**src/rtl/fruit_spawner_if.sv**
```systemverilog
// -----------------------------------------------------------------------------
// fruit_spawner_if
//
// Launch handshake between the fruit spawner and the downstream fruit stage.
// A launch is offered with spawn_valid and is taken on any cycle where
// spawn_valid and spawn_ready are both high. The launch fields are held
// stable for as long as spawn_valid is high.
//
// Signals
//   spawn_valid  spawner -> fruit stage   launch offered
//   spawn_ready  fruit stage -> spawner   offered launch accepted this cycle
//   spawn_x      spawner -> fruit stage   unsigned launch X position
//   spawn_vx     spawner -> fruit stage   two's-complement X velocity
//   spawn_vy     spawner -> fruit stage   two's-complement Y velocity (<0 is up)
//
// Modports
//   master  the spawner (drives valid and the launch fields)
//   slave   the fruit stage (drives ready)
// -----------------------------------------------------------------------------
interface fruit_spawner_if;

  logic       spawn_valid;
  logic       spawn_ready;
  logic [9:0] spawn_x;
  logic [9:0] spawn_vx;
  logic [9:0] spawn_vy;

  modport master (
    output spawn_valid,
    output spawn_x,
    output spawn_vx,
    output spawn_vy,
    input  spawn_ready
  );

  modport slave (
    input  spawn_valid,
    input  spawn_x,
    input  spawn_vx,
    input  spawn_vy,
    output spawn_ready
  );

endinterface

```
**src/rtl/fruit_spawner.sv**
```systemverilog
// -----------------------------------------------------------------------------
// fruit_spawner
//
// Decides when a new fruit is thrown and with which launch parameters.
// A free-running 16-bit Fibonacci LFSR supplies the randomness. While the
// game is enabled, an interval counter paces launches; the interval shrinks
// by 4 frames per fruit cut, down to a floor of MIN_DELAY frames. When the
// interval has elapsed and the fruit stage is not busy, a launch is offered
// on the spawn interface until it is accepted.
//
// Parameters
//   LFSR_SEED   initial LFSR value (0 is replaced by 16'h0001)
//   BASE_DELAY  spawn interval in frames with no fruits cut
//   MIN_DELAY   lower bound on the spawn interval in frames
//
// Ports
//   frame_clk    sole clock, all state changes on its rising edge
//   Reset        synchronous active-high reset
//   enable       game running; spawning only while high
//   fruits_cut   score used to scale difficulty
//   fruit_busy   fruit stage cannot take a new launch yet
//   spawn        launch handshake (master side)
//   spawn_count  number of accepted launches, wraps 255 -> 0
// -----------------------------------------------------------------------------
module fruit_spawner #(
  parameter logic [15:0] LFSR_SEED  = 16'hACE1,
  parameter int unsigned BASE_DELAY = 120,
  parameter int unsigned MIN_DELAY  = 24
) (
  input  logic            frame_clk,
  input  logic            Reset,
  input  logic            enable,
  input  logic [7:0]      fruits_cut,
  input  logic            fruit_busy,
  fruit_spawner_if.master spawn,
  output logic [7:0]      spawn_count
);

  // Interval counter width; BASE_DELAY and MIN_DELAY must fit in it.
  localparam int unsigned CntW = 16;

  localparam logic [CntW-1:0] BaseDelay = CntW'(BASE_DELAY);
  localparam logic [CntW-1:0] MinDelay  = CntW'(MIN_DELAY);

  // An all-zero LFSR would lock up, so a zero seed is promoted to 1.
  localparam logic [15:0] SeedEff = (LFSR_SEED == 16'h0000) ? 16'h0001 : LFSR_SEED;

  typedef enum logic [1:0] {
    StIdle,
    StWait,
    StOffer
  } state_e;

  state_e          state_q, state_d;
  logic [15:0]     lfsr_q, lfsr_d;
  logic [CntW-1:0] cnt_q;
  logic [CntW-1:0] reload_val;
  logic [CntW-1:0] ramp;
  logic            cnt_zero;
  logic [9:0]      x_q, vx_q, vy_q;
  logic [9:0]      x_new, vx_new, vy_new, vx_mag;
  logic [7:0]      count_q;
  logic            offer;
  logic            xfer;
  logic            load_cnt;
  logic            load_fields;

  assign cnt_zero = (cnt_q == '0);

  // ---------------------------------------------------------------------------
  // LFSR next value: shift left, taps 16/14/13/11 (maximal length).
  // ---------------------------------------------------------------------------
  always_comb begin
    lfsr_d = {lfsr_q[14:0], lfsr_q[15] ^ lfsr_q[13] ^ lfsr_q[12] ^ lfsr_q[10]};
  end

  // ---------------------------------------------------------------------------
  // Interval for the next wait: BASE_DELAY - 4*fruits_cut, floored at
  // MIN_DELAY. Written as a compare before the subtract so nothing wraps.
  // ---------------------------------------------------------------------------
  always_comb begin
    ramp = CntW'({fruits_cut, 2'b00});
    if ((BaseDelay >= MinDelay) && ((BaseDelay - MinDelay) >= ramp)) begin
      reload_val = BaseDelay - ramp;
    end else begin
      reload_val = MinDelay;
    end
  end

  // ---------------------------------------------------------------------------
  // Launch fields derived from the current LFSR value.
  // ---------------------------------------------------------------------------
  always_comb begin
    x_new  = 10'd64 + {1'b0, lfsr_q[8:0]};
    vx_mag = 10'd1 + {8'd0, lfsr_q[10:9]};
    // Fruits launched from the left half fly right, and vice versa.
    vx_new = (x_new < 10'd320) ? vx_mag : -vx_mag;
    vy_new = -(10'd8 + {7'd0, lfsr_q[13:11]});
  end

  // ---------------------------------------------------------------------------
  // FSM: state register
  // ---------------------------------------------------------------------------
  always_ff @(posedge frame_clk) begin
    if (Reset) begin
      state_q <= StIdle;
    end else begin
      state_q <= state_d;
    end
  end

  // ---------------------------------------------------------------------------
  // FSM: next state
  // ---------------------------------------------------------------------------
  always_comb begin
    state_d = state_q;
    unique case (state_q)
      StIdle: begin
        if (enable) begin
          state_d = StWait;
        end
      end
      StWait: begin
        // Dropping enable wins over everything else while waiting.
        if (!enable) begin
          state_d = StIdle;
        end else if (cnt_zero && !fruit_busy) begin
          state_d = StOffer;
        end
      end
      StOffer: begin
        // An offer is never withdrawn; enable only picks where we go after it.
        if (spawn.spawn_ready) begin
          state_d = enable ? StWait : StIdle;
        end
      end
      default: state_d = StIdle;
    endcase
  end

  // ---------------------------------------------------------------------------
  // FSM: outputs and datapath controls
  // ---------------------------------------------------------------------------
  always_comb begin
    offer       = (state_q == StOffer);
    xfer        = offer && spawn.spawn_ready;
    // Interval is loaded on entry to WAIT, from IDLE or after a transfer.
    load_cnt    = (state_d == StWait) && (state_q != StWait);
    load_fields = (state_q == StWait) && (state_d == StOffer);

    spawn.spawn_valid = offer;
    spawn.spawn_x     = x_q;
    spawn.spawn_vx    = vx_q;
    spawn.spawn_vy    = vy_q;
    spawn_count       = count_q;
  end

  // ---------------------------------------------------------------------------
  // Datapath registers
  // ---------------------------------------------------------------------------
  always_ff @(posedge frame_clk) begin
    if (Reset) begin
      lfsr_q  <= SeedEff;
      cnt_q   <= '0;
      x_q     <= '0;
      vx_q    <= '0;
      vy_q    <= '0;
      count_q <= '0;
    end else begin
      lfsr_q <= lfsr_d;

      if (load_cnt) begin
        cnt_q <= reload_val;
      end else if ((state_q == StWait) && !cnt_zero) begin
        cnt_q <= cnt_q - 1'b1;
      end

      // Fields only change on entry to OFFER, so they are stable while valid
      // and keep their last values otherwise.
      if (load_fields) begin
        x_q  <= x_new;
        vx_q <= vx_new;
        vy_q <= vy_new;
      end

      if (xfer) begin
        count_q <= count_q + 8'd1;
      end
    end
  end

endmodule

```
**src/flat_wrapper.sv**
```systemverilog
// flat-port wrapper written by rule: the top's interface ports become plain ports
module fruit_spawner_flat 
#(
  parameter logic [15:0] LFSR_SEED  = 16'hACE1,
  parameter int unsigned BASE_DELAY = 120,
  parameter int unsigned MIN_DELAY  = 24
)
  (frame_clk, Reset, enable, fruits_cut, fruit_busy, spawn_count, spawn_spawn_valid, spawn_spawn_x, spawn_spawn_vx, spawn_spawn_vy, spawn_spawn_ready);
  fruit_spawner_if spawn_i ();
  input  logic frame_clk;
  input  logic Reset;
  input  logic enable;
  input  logic [7:0] fruits_cut;
  input  logic fruit_busy;
  output logic [7:0] spawn_count;
  output wire logic [$bits(spawn_i.spawn_valid)-1:0] spawn_spawn_valid;
  output wire logic [$bits(spawn_i.spawn_x)-1:0] spawn_spawn_x;
  output wire logic [$bits(spawn_i.spawn_vx)-1:0] spawn_spawn_vx;
  output wire logic [$bits(spawn_i.spawn_vy)-1:0] spawn_spawn_vy;
  input wire logic [$bits(spawn_i.spawn_ready)-1:0] spawn_spawn_ready;
  assign spawn_spawn_valid = spawn_i.spawn_valid;
  assign spawn_spawn_x = spawn_i.spawn_x;
  assign spawn_spawn_vx = spawn_i.spawn_vx;
  assign spawn_spawn_vy = spawn_i.spawn_vy;
  assign spawn_i.spawn_ready = spawn_spawn_ready;
  fruit_spawner #(.LFSR_SEED(LFSR_SEED), .BASE_DELAY(BASE_DELAY), .MIN_DELAY(MIN_DELAY)) u_core (.frame_clk(frame_clk), .Reset(Reset), .enable(enable), .fruits_cut(fruits_cut), .fruit_busy(fruit_busy), .spawn(spawn_i), .spawn_count(spawn_count));
endmodule
```
**config.mk**
```make
export PLATFORM = sky130hd
export DESIGN_NAME = fruit_spawner_flat
export DESIGN_NICKNAME = d
export VERILOG_FILES = /design/src/rtl/fruit_spawner_if.sv /design/src/rtl/fruit_spawner.sv /design/src/flat_wrapper.sv
export SDC_FILE = /design/constraint.sdc
export NUM_CORES = 1
export LEC_CHECK = 0
export CORE_MARGIN = 2
export CORE_UTILIZATION = 49
export CTS_BUF_LIST = sky130_fd_sc_hd__clkbuf_8
export CTS_CLUSTER_SIZE = 28
export DETAILED_ROUTE_END_ITERATION = 6
export PLACE_DENSITY = 0.83
export SETUP_SLACK_MARGIN = 0.5
export SLEW_MARGIN = 10
export SYNTH_ARGS = -nofsm -noshare
export SYNTH_HDL_FRONTEND = slang
export SYNTH_SLANG_ARGS = --single-unit
```
**constraint.sdc**
```tcl
create_clock -name frame_clk -period 4.4 [get_ports frame_clk]
set_clock_uncertainty 0.05 [all_clocks]
set_input_delay 0.88 -clock frame_clk [delete_from_list [all_inputs] [get_ports frame_clk]]
set_output_delay 0.88 -clock frame_clk [all_outputs]
set_load 0.005 [all_outputs]
```
==> metrics <==
slew margin rel.=37.87%; die height=79.36 um; area share of the largest cell type after synthesis=44.60%; Reg2Reg Depth=5; library cells used by synthesis=47; Post-CTS Repair Setup Buffers=0; routability cong.=0.8212; Tightest Pin Transition=0.9249 ns; first-pass GRT wire length=9.087 mm; Starting Density=50.53%; clock period minus final worst setup slack=2.717 ns; Util after Layout=61.83%; Reg-to-Reg End=u_core.spawn.spawn_vy[3]; Die Wd=79.36 um; GRT overflow=0; P per Cell Area=355.8 mW/mm2; DRT iter0 DRCs=74; setup_tns=0 ns; Synth Cell Area=0.002783 mm2; CTS max path bufs=2; WHS Path Cells=1; Hold Vio Cnt, Final=0; setup violators final=0; Overall Global Routing Usage=18.10%; H-tree depth=3; status=finished clean; Synth Register Bits=62; max cap viols=0; peak supply drop=0.0001633 V; Clk Latency, worst-skew pair=0.34 ns; drt drc=0; Tcrit/Tclk final=61.75%; antenna-violating nets left=0; TritonCTS clock tree=done; core area=0.005507 mm2; Reg2Reg Launch Point=u_core.cnt_q[10]; clock-pin slew on the worst setup and hold paths=0.07 ns; Final nets=370; share of layout cells above drive strength 1=8.215%; Pleak=0.001254 uW; Avg Inst Size Synth=8.947 um2; Hold WC Path Type=reg -> reg; CP Launch Type=flip-flop; n_diodes=0; I/O pin count=52; Root Buffer=clkbuf_8; Critical Path End Type=flip-flop; cell count after synthesis=311; warnings from Yosys=0; hold buffer count at CTS=0; Yosys top cell by area=dfxtp_1; sequential fraction of the synthesis area=44.60%; Slew Viols, Final=0; number of synthesized flops with an enable pin=0; count leader, synth=dfxtp_1; RSZ-0062 raised after global routing=false; CP required=4.62 ns; top cells by area, synth=dfxtp_1 45%, nand2_1 4.6%, xor2_1 4.4%; Max FO, Critical Path=21; vias in the first global route=2107; ys async rst share=0%; critical path class=reg -> reg; Synth top cells by count=62 x dfxtp_1, 34 x nand2_1, 24 x nor2_1; Die ar.=0.006298 mm2; drt total wl=5.248 mm; Area growth, synth to finish=22.35%; post-cts sizing count=0; DP Wirelength=3.549 mm; Primary FF master, synth=dfxtp_1; total number of vias=2231; min-delay src=u_core.lfsr_q[14]; initial antenna violation count=0; DR WL/cell=12.35 um; Port Buffers=51; Num CTS Buffers=9; flop-to-flop setup slack=1.68 ns; first-pass iteration count of the detailed router=4; syn_nets=333; crit path DAT=2.94 ns; f_max=368.1 MHz; Worst Hold Endpoint=u_core.lfsr_q[15]; row cnt=27; largest net degree at the start of global routing=49; # clock sinks=62; number of vias per cell=5.249
-- sequential cells by signal, indices dropped and copies added, names as in the netlist --
register,count
u_core.cnt_q,16
u_core.lfsr_q,16
u_core.spawn.spawn_x,10
u_core.spawn_count,8
u_core.state_q,2
u_core.spawn.spawn_vy,5
u_core.spawn.spawn_vx,5
-- layout by cell type (no fill, tap or decap), types with 2 or more instances in the layout --
| master | n |
|---|---|
| a211oi_1 | 5 |
| a21oi_1 | 22 |
| and2_1 | 4 |
| and3_1 | 2 |
| and3b_1 | 2 |
| clkbuf_8 | 9 |
| clkdlybuf4s50_1 | 50 |
| clkinv_2 | 3 |
| clkinvlp_4 | 2 |
| dfxtp_1 | 62 |
| ha_1 | 9 |
| inv_1 | 10 |
| nand2_1 | 34 |
| nand2b_1 | 6 |
| nand3_1 | 9 |
| nand3b_1 | 3 |
| nand4_1 | 5 |
| nand4b_1 | 2 |
| nor2_1 | 24 |
| nor2b_1 | 10 |
| nor3_1 | 6 |
| nor4_1 | 3 |
| nor4_4 | 2 |
| o211ai_1 | 3 |
| o21a_1 | 2 |
| o21ai_0 | 5 |
| o311ai_0 | 5 |
| or2_2 | 7 |
| or4_1 | 8 |
| xnor2_1 | 6 |
| xor2_1 | 14 |
-- where the power goes --
part	total, uW	internal (uW)	switching, uW	leakage, uW
clock	422	200	222	0.0000862
combinational	178	76.4	101	0.000662
sequential	612	588	24.3	0.000506
total	1210	864	348	0.00125
-- through the flow --
| step | cell area (um2) | power [uW] | instances | hold WS (ns) | worst slack (ns) |
|---|---|---|---|---|---|
| after global placement | 3238 | 795.6 | 409 | 0.3423 | 1.614 |
| final | 3405 | 1211 | 425 | 0.3589 | 1.683 |
| after detailed placement | 3238 | 800.1 | 409 | 0.3454 | 1.593 |
| after global routing | 3405 | 1271 | 425 | 0.3869 | 1.355 |
| after CTS | 3405 | 1222 | 425 | 0.3611 | 1.695 |
| after floorplan | 2783 | 756.6 | 311 | 0.3395 | 2.351 |
-- worst max-delay path by stage --
stage,slack [ns],from,depth (start not counted),end
floorplan,2.35,u_core.cnt_q[2],6,u_core.spawn.spawn_vy[3]
global placement,1.61,fruit_busy,4,u_core.spawn.spawn_vy[3]
detailed placement,1.59,fruit_busy,4,u_core.spawn.spawn_vy[3]
CTS,1.69,u_core.cnt_q[10],5,u_core.spawn.spawn_vy[3]
global route,1.36,u_core.cnt_q[10],5,u_core.spawn.spawn_x[9]
finish,1.68,u_core.cnt_q[10],5,u_core.spawn.spawn_vy[3]
-- cells by family (layout without fill, tap and decap cells) --
logic type	Yosys count	count (layout)	share of synthesized area (%)
adders and majority gates	9	9	4.047
and+or+nand+nor	132	132	26.12
DFF	62	62	44.60
muxes	2	2	0.7644
buffers and inverters	35	77	6.520
AOI/OAI and AO/OA	51	51	11.65
xor gates and xnor gates	20	20	6.295
-- worst max-delay path, cell delays in order (launching register included) --
cell and delay [ns]:
dfxtp_1 0.36, nor4_1 0.49, nand3_1 0.42, or4_4 0.74, or4_1 0.43, a21oi_1 0.14
-- per-layer routing --
layer | part of all wire [%] | track usage (%) | wire [um] | vias to the layer above
met2 | 45 | 28.73 | 2368 | 58
met5 | 0 | 0 | 0 | -
li1 | - | - | - | 1147
met1 | 49 | 23.16 | 2555 | 1016
met4 | 2.0 | 9.655 | 103 | 0
met3 | 4.2 | 3.636 | 221 | 10
-- area by class of cell --
class,count,area (um2)
Inverter,9,33.78
Sequential cell,62,1241
Timing Repair Buffer,52,513.0
Tap cell,72,90.09
Clock inverter,7,42.54
Fill cell,468,2102
Clock buffer,9,123.9
Multi-Input combinational cell,214,1360
No activity file was read; power rests on OpenSTA's default activity.
